$ cat config.mk
export PLATFORM = sky130hd
export DESIGN_NAME = instr_fetch_unit
export DESIGN_NICKNAME = d
export VERILOG_FILES = /design/src/rtl/cpu_pkg.sv /design/src/rtl/fetch_queue.sv /design/src/rtl/instr_fetch_unit.sv
export SDC_FILE = /design/constraint.sdc
export NUM_CORES = 1
export LEC_CHECK = 0
export CAP_MARGIN = 20
export CORE_MARGIN = 2
export CORE_UTILIZATION = 50
export CTS_CLUSTER_DIAMETER = 80
export DETAILED_ROUTE_END_ITERATION = 10
export PLACE_DENSITY = 0.73
export SETUP_SLACK_MARGIN = 0.02
export SYNTH_ARGS = -nofsm -noshare
export SYNTH_HDL_FRONTEND = slang
export SYNTH_HIERARCHICAL = 1
export SYNTH_SLANG_ARGS = --single-unit
$ cat constraint.sdc
create_clock -name clk -period 5 [get_ports clk]
set_input_delay 1 -clock clk [delete_from_list [all_inputs] [get_ports clk]]
set_output_delay 1 -clock clk [all_outputs]
set_load 0.01 [all_outputs]
$ cat src/rtl/cpu_pkg.sv
// Shared processor definitions: opcodes, instruction field positions, fetch defaults
// and the {pc, instr} record that flows from fetch to decode.
package cpu_pkg;

  localparam logic [5:0] OP_ADD  = 6'b000000;
  localparam logic [5:0] OP_SUB  = 6'b000001;
  localparam logic [5:0] OP_LOAD = 6'b000010;

  localparam int OPC_MSB = 31, OPC_LSB = 26;
  localparam int RD_MSB  = 25, RD_LSB  = 21;
  localparam int RS_MSB  = 20, RS_LSB  = 16;
  localparam int RT_MSB  = 15, RT_LSB  = 11;
  localparam int IMM_MSB = 15, IMM_LSB = 0;

  localparam logic [31:0] NOP_INSTR_DEF = 32'h0000_0000;
  localparam logic [31:0] RESET_PC_DEF  = 32'h0000_0000;

  typedef struct packed {
    logic [31:0] pc;
    logic [31:0] instr;
  } fetch_entry_t;

  function automatic logic [5:0] opcode_of(input logic [31:0] instr);
    return instr[OPC_MSB:OPC_LSB];
  endfunction

endpackage

$ cat src/rtl/fetch_queue.sv
// Prefetch FIFO of {pc, instr} entries; flush empties it in one edge and wins over push/pop.
module fetch_queue
  import cpu_pkg::*;
#(
  parameter int DEPTH = 4,
  localparam int AW = $clog2(DEPTH)
) (
  input  logic         clk,
  input  logic         reset,
  input  logic         push,
  input  fetch_entry_t push_data,
  input  logic         pop,
  input  logic         flush,
  output logic [AW:0]  count,
  output fetch_entry_t head
);

  fetch_entry_t mem_q [DEPTH];
  logic [AW-1:0] wr_ptr_q, wr_ptr_d, rd_ptr_q, rd_ptr_d;
  logic [AW:0]   count_q, count_d;

  always_comb begin
    wr_ptr_d = wr_ptr_q;
    rd_ptr_d = rd_ptr_q;
    count_d  = count_q;
    if (flush) begin
      wr_ptr_d = '0;
      rd_ptr_d = '0;
      count_d  = '0;
    end else begin
      if (push) wr_ptr_d = wr_ptr_q + 1'b1;
      if (pop)  rd_ptr_d = rd_ptr_q + 1'b1;
      count_d = count_q + (AW+1)'(push) - (AW+1)'(pop);
    end
  end

  always_ff @(posedge clk or negedge reset) begin
    if (!reset) begin
      wr_ptr_q <= '0;
      rd_ptr_q <= '0;
      count_q  <= '0;
    end else begin
      wr_ptr_q <= wr_ptr_d;
      rd_ptr_q <= rd_ptr_d;
      count_q  <= count_d;
    end
  end

  // Storage needs no reset: count gates every read of it.
  always_ff @(posedge clk) begin
    if (push && !flush) mem_q[wr_ptr_q] <= push_data;
  end

  assign count = count_q;
  assign head  = mem_q[rd_ptr_q];

endmodule

$ cat src/rtl/instr_fetch_unit.sv
// Fetch stage: owns the PC, issues reads to a 1-cycle imem and buffers the returned
// words so decode stalls never lose an instruction. Redirect flushes everything.
module instr_fetch_unit
  import cpu_pkg::*;
#(
  parameter int          DEPTH     = 4,
  parameter logic [31:0] RESET_PC  = RESET_PC_DEF,
  parameter logic [31:0] NOP_INSTR = NOP_INSTR_DEF
) (
  input  logic        clk,
  input  logic        reset,
  output logic        imem_req,
  output logic [31:0] imem_addr,
  input  logic [31:0] imem_rdata,
  input  logic        stall,
  input  logic        redirect_valid,
  input  logic [31:0] redirect_pc,
  output logic [31:0] instruction_out,
  output logic        instr_valid,
  output logic [31:0] pc_out
);

  localparam int AW = $clog2(DEPTH);
  localparam logic [AW+1:0] DEPTH_W = (AW+2)'(DEPTH);

  logic [31:0]  pc_q, pc_d, req_pc_q, req_pc_d;
  logic         inflight_q, inflight_d;
  logic [AW:0]  q_count;
  logic [AW+1:0] occ;
  logic         q_push, q_pop;
  fetch_entry_t q_head, q_wdata;

  // The in-flight word already owns a slot, so occupancy counts it.
  assign occ       = {1'b0, q_count} + (AW+2)'(inflight_q);
  assign imem_req  = reset && !redirect_valid && (occ < DEPTH_W);
  assign imem_addr = pc_q;

  assign instr_valid     = (q_count != '0);
  assign instruction_out = instr_valid ? q_head.instr : NOP_INSTR;
  assign pc_out          = instr_valid ? q_head.pc : 32'h0;

  assign q_push  = inflight_q && !redirect_valid;
  assign q_pop   = instr_valid && !stall && !redirect_valid;
  assign q_wdata = '{pc: req_pc_q, instr: imem_rdata};

  always_comb begin
    pc_d       = pc_q;
    req_pc_d   = req_pc_q;
    inflight_d = imem_req;
    if (redirect_valid) begin
      pc_d = {redirect_pc[31:2], 2'b00};
    end else if (imem_req) begin
      pc_d     = pc_q + 32'd4;
      req_pc_d = pc_q;
    end
  end

  always_ff @(posedge clk or negedge reset) begin
    if (!reset) begin
      pc_q       <= RESET_PC;
      req_pc_q   <= RESET_PC;
      inflight_q <= 1'b0;
    end else begin
      pc_q       <= pc_d;
      req_pc_q   <= req_pc_d;
      inflight_q <= inflight_d;
    end
  end

  fetch_queue #(.DEPTH(DEPTH)) u_queue (
    .clk       (clk),
    .reset     (reset),
    .push      (q_push),
    .push_data (q_wdata),
    .pop       (q_pop),
    .flush     (redirect_valid),
    .count     (q_count),
    .head      (q_head)
  );

endmodule

==> run summary, run 1 <==
Mapped Area - 13100 sq um
Root Buffer - clkbuf_16
CTS Hold Bufs - 0
Yosys top cell area share - 58.6%
Via density - 5.58
initial antenna violation count - 0
Post-synth EDFFs - 256
Die ar. - 27600 sq um
Inserted Diodes - 0
leakage power - 5.65 nW
GRT overflow - 0
fin crit period - 3.97 ns
status - finished clean
initial core utilization - 50.7%
most area-consuming cells after synthesis - edfxtp_1 (59%), dfrtp_1 (13%), mux4_2 (11%)
clock power share - 33.3%
HP Class - reg -> reg
worst-path maximum fanout - 37
Port Buf Inserts - 161
DP Wirelength - 14600 um
Die W - 166 um
Post-CTS Setup Bufs - 0
WP data required - 4.00 ns
Die Y - 166 um
CTS tree - built
wire length per cell - 19.6 um
most common flop cell mapped by yosys - edfxtp_1
internal power - 5.63 mW
measured slew at the worst slew-check pin - 1.04 ns
CP arrival - 2.97 ns
sequential fraction of the synthesis area - 71.5%
final hold vios - 0
WHS Path Cells - 0
post-CTS sizing - 0
final count of pins violating max slew - 0
Core Area - 25900 sq um
cell taking the most area after synthesis - edfxtp_1
CTS sink count - 324
share of power burned in registers - 44.8%
gpl congestion - 0.794
Final ANT Viol Nets - 0
fraction of the cycle the final worst path needs - 79.4%
share of cells above drive strength 1 - 14.7%
relative slew slack - 30.8%
clock-pin transition on the worst setup and hold timing paths - 0.06 ns
Avg Cell Area, Syn - 16.9 sq um
synth cell count leaders - edfxtp_1 (256), nand2_1 (99), and2_1 (69)
DRC errors left - 0
#FFs+latches synth - 324
wire length of the first global-routing pass - 41300 um
Via Count - 7310
max cap viols - 0
Netlist cell types - 52
vias in the first global route - 7455
Setup violations, final - 0
# nets final - 1026
DP Cell Count - 1248
total CTS buffers - 35
reg2reg path depth - 9
startpoint types - flop
Sw Pwr - 1.97 mW
H-tree level count - 2
Site Rows - 59
Final Non-Filler Cells - 1309
Initial DRC Count - 549
Fin Setup TNS - 0 ns
GRT Util Overall - 18.9%
I/O Pins - 166
P&R area growth vs syn - 23.1%
most frequent cell after synthesis - edfxtp_1
pwr dens - 471 nW/um^2
Net Sw Frac - 25.9%
Logic pwr share - 21.9%
Clock Skew - 0.0141 ns
critical path type - reg -> out
peak supply drop - 0.000384 V
clock buffer depth - 3
worst skew pair latency - 0.50 ns
WL final - 25700 um
1st-pass router iterations - 5
Synth Instances - 777
unrepaired setup endpoints after global routing - no
max frequency - 252 MHz
Setup crit end kind - output pin
ys async rst share - 21.0%
largest net degree at the start of global routing - 69
Yosys warning total - 6
==> final cells by class <==
class | count | area, sq um
tap | 335 | 419
timing repair buffer | 168 | 1670
clock buffer | 43 | 968
sequential | 324 | 9400
inverter | 15 | 56.3
fill | 1896 | 9750
clock inverter | 18 | 173
multi-input combinational | 406 | 3480
==> layer usage <==
| metal | track usage [%] | vias to the layer above | wire [um] |
|---|---|---|---|
| li1 | - | 3313 | - |
| met1 | 27.7 | 3716 | 11600 |
| met2 | 29.5 | 246 | 12100 |
| met3 | 4.10 | 35 | 1540 |
| met4 | 4.80 | 0 | 429 |
| met5 | 0 | - | 0 |
==> placed cells by master (no fill, tap or decap), types with 4 or more instances in the layout <==
cell,Yosys,final
and3_1,7,7
a211o_1,4,4
conb_1,1,10
nor2b_1,10,10
o311ai_0,5,5
mux4_2,64,64
nand4_1,10,10
clkinv_1,0,4
nor2_1,16,16
clkdlybuf4s50_1,0,159
clkbuf_16,0,37
and2_1,69,65
edfxtp_1,256,256
a221o_1,8,8
nor3_1,4,4
inv_1,15,15
nand3_1,15,14
buf_4,5,6
nand2_1,99,99
dfrtp_1,68,66
and2_4,0,4
ha_1,7,7
nand3b_1,5,5
o211ai_1,7,7
clkinv_2,0,7
a21oi_1,4,4
clkbuf_1,19,4
o21ai_0,24,24
==> final timing paths <==
kind                                                  from                         endpoint  slack, ns
min in group asynchronous                            reset        imem_addr[13]$_DFFE_PN0P_       0.77
max in group asynchronous                            reset  u_queue/rd_ptr_q[1]$_DFFE_PN0P_       3.58
max                        u_queue/rd_ptr_q[0]$_DFFE_PN0P_                        pc_out[5]       1.03
min                               req_pc_q[24]$_DFFE_PN0P_   u_queue/mem_q[3][56]$_DFFE_PP_       0.52
min reg2reg                       req_pc_q[24]$_DFFE_PN0P_   u_queue/mem_q[3][56]$_DFFE_PP_       0.52
max reg2reg                     u_queue/count[1]$_DFF_PN0_       u_queue/count[2]$_DFF_PN0_       2.26
==> critical path, cell delays in order, from the launching register on <==
cell and delay, ns:
dfrtp_4 0.94, buf_4 0.35, mux4_2 0.53, and2_1 0.16
clkdlybuf4s50_1 0.47
==> logic make-up after synthesis <==
group | share of synthesized area [%]
flops | 71.5
compound gates | 3.36
mux | 11.2
buf+inv | 2.35
fa+ha+maj | 0.820
other cells | 0.0286
simple gates | 10.3
xor+xnor | 0.372
==> metrics by stage <==
step	setup WS (ns)	hold slack (ns)	power (mW)	instance area (sq um)	util (%)
after floorplan	1.17	0.471	4.27	13200	-
after global placement	1.48	0.495	5.13	15000	58.0
after detailed placement	1.48	0.506	5.16	15000	58.0
after CTS	0.935	0.520	7.71	16200	62.4
after global routing	0.835	0.543	7.97	16200	62.4
final	1.03	0.518	7.60	16200	62.4
==> power groups by stage <==
stage,clock (mW),sequential (mW),combinational [mW]
2_1_floorplan,0,3.36,0.909
3_3_place_gp,0,3.45,1.68
3_5_place_dp,0,3.46,1.70
4_1_cts,2.59,3.41,1.71
5_1_grt,2.70,3.45,1.82
6_report,2.53,3.41,1.67
==> registers in the layout, summed over array words and instances, names as in the netlist <==
signal	flops
u_queue/mem_q	256
inflight_q	1
u_queue/count	3
u_queue/rd_ptr_q	2
req_pc_q	30
imem_addr	30
u_queue/wr_ptr_q	2
(Power assumes the default switching activity.)
==> run 2, diff against run 1 <==
Clock period 5 ns to 3.8 ns, I/O delays scaled along.
==> run 2 against run 1 <==
  * Die area stayed put
  * Largest cell class unchanged
  * Cell area is 0.69% higher
  * Sequential share of layout area is 0.40 points lower
  * Non-clock buffer count is 9 higher
  * Clock power is 28% higher
  * Combinational power is 35% higher
  * Sequential power is 30% higher
  * Worst hold slack worse by 0.0017 ns
  * Worst setup slack worse by 0.66 ns
  * Count of clock-buffer cells in the layout is 4 higher
  * Global-route usage is 0.69 points higher
==> run summary, run 2 (synthesis results as in run 1) <==
FF-to-FF Start - u_queue/count[1]$_DFF_PN0_
Die ar. - 27600 sq um
Buffers & Inverters on Critical Path - 2
met2 WL - 12500 um
CP cell instances - or3_2, buf_12, and2_1, clkdlybuf4s50_1
R2R Setup Slk - 0.94 ns
share of cells above drive strength 1 - 14.8%
initial antenna violation count - 0
CTS tree - built
Post-CTS Setup Bufs - 0
measured slew at the worst slew-check pin - 0.886 ns
Setup crit end kind - output pin
reg2reg path depth - 10
crit path from - u_queue/count[1]$_DFF_PN0_
max cap viols - 0
Core Util, Final - 62.8%
wire length of the first global-routing pass - 42500 um
GRT Util Overall - 19.6%
HP Class - reg -> reg
Largest Register - u_queue/mem_q
leakage power - 5.69 nW
relative slew slack - 41.0%
final setup margin - 0.372 ns
Via density - 5.57
Setup violations, final - 0
P&R area growth vs syn - 24.0%
WP data required - 3.04 ns
status - finished clean
H-tree level count - 2
DP Wirelength - 15900 um
Initial DRC Count - 475
Root Buffer - clkbuf_16
WHS - 0.516 ns
Final ANT Viol Nets - 0
total CTS buffers - 35
CTS Hold Bufs - 0
1st-pass router iterations - 7
DRC errors left - 0
Top Layer Used - met4
clock buffer depth - 3
crit-path leading delay family - simple AND/OR/NAND/NOR gates
critical path type - reg -> out
most frequent cells in the layout - edfxtp_1 (256), clkdlybuf4s50_1 (159), nand2_1 (99), dfrtp_1 (66), and2_1 (65)
Core Area - 25900 sq um
Worst R2R End - u_queue/count[2]$_DFF_PN0_
worst skew pair latency - 0.50 ns
WL met3 - 1870 um
Port Buf Inserts - 161
M1 WL - 11400 um
Die Y - 166 um
Slowest-stage cell, CP - or3_2
vias in the first global route - 7586
CP arrival - 2.67 ns
CTS sink count - 324
dpl ws - 0.864 ns
peak supply drop - 0.000368 V
startpoint types - flop
initial core utilization - 50.7%
unrepaired setup endpoints after global routing - no
post-CTS sizing - 0
Slowest Stage Delay on Critical Path - 0.76 ns
fin crit period - 3.43 ns
# nets final - 1035
worst setup path endpoint - pc_out[20]
I/O Pins - 166
CP Depth - 4
Die W - 166 um
Clock Skew - 0.0109 ns
Site Rows - 59
wire length per cell - 19.9 um
most common cell after layout, fill and taps aside - edfxtp_1
final count of pins violating max slew - 0
GRT overflow - 0
final hold vios - 0
largest net degree at the start of global routing - 69
fraction of the cycle the final worst path needs - 90.2%
clock-pin transition on the worst setup and hold timing paths - 0.06 ns
Fin Setup TNS - 0 ns
Inserted Diodes - 0
Via Count - 7344
worst-path maximum fanout - 38
Design Power - 9.93 mW
max frequency - 292 MHz
max FFs per register - 256
gpl congestion - 0.792
WL final - 26200 um
pwr dens - 611 nW/um^2
[run 2: cell count changes in the layout (fill, tap and decap cells not counted)]
cell / delta
buf_12: +7
clkbuf_1: +5
buf_4: +2
clkbuf_8: -2
clkinv_1: +2
clkinvlp_4: -2
inv_6: -2
bufinv_16: -1
clkbuf_16: +1
clkinv_2: -1
[run 2: per-stage QoR]
step	area (sq um)	instances
after global placement	15200	1257
final	16300	1318
after floorplan	13200	786
after detailed placement	15200	1257
after CTS	16300	1318
after global routing	16300	1318
[run 2: per-layer routing]
metal	GRT usage [%]	vias to the layer above
met5	0	-
met4	4.91	0
met3	4.31	36
met2	30.9	267
met1	28.3	3714
li1	-	3327
[run 2: final cells by class]
cell class                 count  area, sq um
clock buffer                  47          985
clock inverter                14          113
fill                        1906         9640
inverter                      15         56.3
multi-input combinational    406         3480
sequential                   324         9400
tap                          335          419
timing repair buffer         177         1820
[run 2: power by group]
part	internal (mW)	leakage, nW	switching [mW]
logic	1.26	1.99	1.00
registers	4.17	3.16	0.267
clock network	1.95	0.540	1.28
[run 2: worst min path at each step]
stage,from,to,slack (ns),cells after the start
3_5_place_dp,req_pc_q[18]$_DFFE_PN0P_,u_queue/mem_q[0][50]$_DFFE_PP_,0.51,0
6_report,req_pc_q[18]$_DFFE_PN0P_,u_queue/mem_q[2][50]$_DFFE_PP_,0.52,0
3_3_place_gp,req_pc_q[14]$_DFFE_PN0P_,u_queue/mem_q[2][46]$_DFFE_PP_,0.49,0
4_1_cts,req_pc_q[18]$_DFFE_PN0P_,u_queue/mem_q[2][50]$_DFFE_PP_,0.52,0
2_1_floorplan,reset,imem_addr[10]$_DFFE_PN0P_,0.46,0
5_1_grt,req_pc_q[5]$_DFFE_PN0P_,u_queue/mem_q[2][37]$_DFFE_PP_,0.54,0
==> run 3, diff against run 2 <==
Settings changed: SYNTH_HIERARCHICAL 1 to not set, TNS_END_PERCENT set to 10.
==> run 3 against run 2 <==
  * Cell count decreased by 3.7%
  * Worst hold slack got worse by 0.41 ns
  * Critical path depth unchanged
  * Critical path type unchanged
  * Via count decreased by 0.59%
  * Global-route usage increased by 0.87 points
==> run summary, run 3 <==
HP Class - in -> async
fillers - 1796
largest net degree at the start of global routing - 62
post-CTS sizing - 0
fin crit period - 3.42 ns
pwr dens - 625 nW/um^2
H-tree level count - 2
largest family of logic cells by synthesized area - multiplexers
most area-consuming cells after synthesis - edfxtp_1 (58%), dfrtp_1 (13%), mux4_2 (11%)
startpoint types - flop
initial antenna violation count - 0
total CTS buffers - 35
Slowest-stage cell, CP - dfrtp_4
fraction of the cycle the final worst path needs - 90.0%
initial core utilization - 51.1%
Area after DPL - 15000 sq um
most common flop cell mapped by yosys - edfxtp_1
gpl congestion - 0.813
most common cell after layout, fill and taps aside - edfxtp_1
final hold vios - 0
critical path type - reg -> out
worst skew pair latency - 0.50 ns
Post-synth EDFFs - 248
Buffers & Inverters on Critical Path - 2
P&R area growth vs syn - 24.7%
Netlist cell types - 57
Via density - 5.75
Core Area - 25300 sq um
Initial DRC Count - 596
WP data required - 3.04 ns
max frequency - 292 MHz
Avg Cell Area, Syn - 17.6 sq um
CP arrival - 2.66 ns
Port Buf Inserts - 159
#FFs+latches synth - 316
1st-pass router iterations - 5
Setup violations, final - 0
share of cells above drive strength 1 - 19.7%
Die ar. - 27200 sq um
most frequent cell after synthesis - edfxtp_1
max cap viols - 0
synth cell count leaders - edfxtp_1 (248), dfrtp_1 (68), nor2b_1 (65)
post-synthesis adder-cell area fraction - 0.928%
most frequent cells in the layout - edfxtp_1 (248), clkdlybuf4s50_1 (158), dfrtp_1 (66), nor2b_1 (65), mux4_2 (62)
Fin Setup TNS - 0 ns
WL final - 27000 um
final count of pins violating max slew - 0
Final ANT Viol Nets - 0
max FFs per register - 248
Clock Skew - 0.0145 ns
I/O Pins - 166
GRT overflow - 0
wire length of the first global-routing pass - 42200 um
Root Buffer - clkbuf_16
simple logic cell fraction of the synthesized area - 8.92%
Yosys warning total - 0
peak supply drop - 0.000342 V
clock-pin transition on the worst setup and hold timing paths - 0.06 ns
Via Count - 7301
vias in the first global route - 7471
CTS sink count - 316
XOR/XNOR Fraction of Synth Area - 0.271%
cell area after layout - 16100 sq um
Slowest Stage Delay on Critical Path - 0.66 ns
leakage power - 5.32 nW
Sequential Area - 9150 sq um
GRT Util Overall - 20.5%
worst-path maximum fanout - 16
DRC errors left - 0
Synth Instances - 737
cell taking the most area after synthesis - edfxtp_1
Synth Area in Compound Gates - 3.32%
Setup crit end kind - output pin
Multi-input gate area - 3540 sq um
CTS tree - built
Site Rows - 58
wire length per cell - 21.3 um
ys async rst share - 21.5%
CP cell instances - buf_4, mux4_2, nor2b_1, clkdlybuf4s50_1
unrepaired setup endpoints after global routing - no
Largest Register - u_queue.mem_q
measured slew at the worst slew-check pin - 0.808 ns
DP Wirelength - 16700 um
Die W - 165 um
Die Y - 165 um
crit-path leading delay family - buffers and inverters
relative slew slack - 46.1%
mux contribution to synthesized area - 13.6%
Yosys top cell area share - 57.6%
CTS Hold Bufs - 0
sequential fraction of the synthesis area - 70.7%
clock buffer depth - 3
Post-CTS Setup Bufs - 0
status - finished clean
# nets final - 991
Mapped Area - 12900 sq um
[run 3: worst paths after layout]
check | start | endpoint | slack (ns) | cells after the start
max | u_queue.rd_ptr_q[0]$_DFFE_PN0P_ | instruction_out[24] | 0.38 | 4
min | reset | imem_addr[23]$_DFFE_PN0P_ | 0.10 | 1
max reg2reg | u_queue.count[1]$_DFF_PN0_ | imem_addr[23]$_DFFE_PN0P_ | 1.20 | 6
min reg2reg | req_pc_q[16]$_DFFE_PN0P_ | u_queue.mem_q[0][48]$_DFFE_PP_ | 0.51 | 0
max in group asynchronous | reset | u_queue.rd_ptr_q[0]$_DFFE_PN0P_ | 2.59 | 2
min in group clk | req_pc_q[16]$_DFFE_PN0P_ | u_queue.mem_q[0][48]$_DFFE_PP_ | 0.51 | 0
[run 3: where the power goes]
part,switching [mW],internal (mW)
registers,0.336,4.16
clock network,1.27,1.99
logic,1.02,1.30
[run 3: logic make-up after synthesis]
group	Yosys count
xor gates and xnor gates	4
muxes	94
buffers and inverters	61
adders and majority gates	9
DFF	316
other	1
AOI/OAI and AO/OA	62
and+or+nand+nor	190
[run 3: worst register-to-register path: cells and delay by family (launching register included)]
kind,cells,cell delay [ns]
buf+inv,1,0.31
compound gates,3,0.99
fa+ha+maj,1,0.25
simple gates,1,0.50
flops,1,0.47
[run 3: cell type report]
| class | count | share of cell area, % |
|---|---|---|
| multi-input cells | 363 | 21.9 |
| clock buffers | 45 | 5.98 |
| diodes | 2 | 0.0310 |
| inverters | 14 | 0.326 |
| repair buffers | 184 | 11.5 |
| clock inverters | 15 | 0.938 |
| flip-flops and latches | 316 | 56.7 |
| well taps | 330 | 2.56 |
[run 3: stage by stage]
stage	cells	total power, mW	setup WS, ns	hold slack [ns]	util, %
floorplan	740	5.73	0.733	0.464	-
global route	1267	10.5	0.227	0.0944	63.7
global placement	1206	6.84	0.541	0.495	59.2
CTS	1266	10.2	0.0430	0.0898	63.6
detailed placement	1206	6.90	0.547	0.499	59.2
finish	1269	10.1	0.380	0.103	63.7
[run 3: per-layer routing]
metal | vias up | global-route usage [%] | share of wire [%]
met5 | - | 0 | 0
met1 | 3713 | 29.2 | 44
li1 | 3287 | - | -
met4 | 0 | 4.43 | 1.3
met3 | 34 | 4.34 | 7.1
met2 | 267 | 33.1 | 48
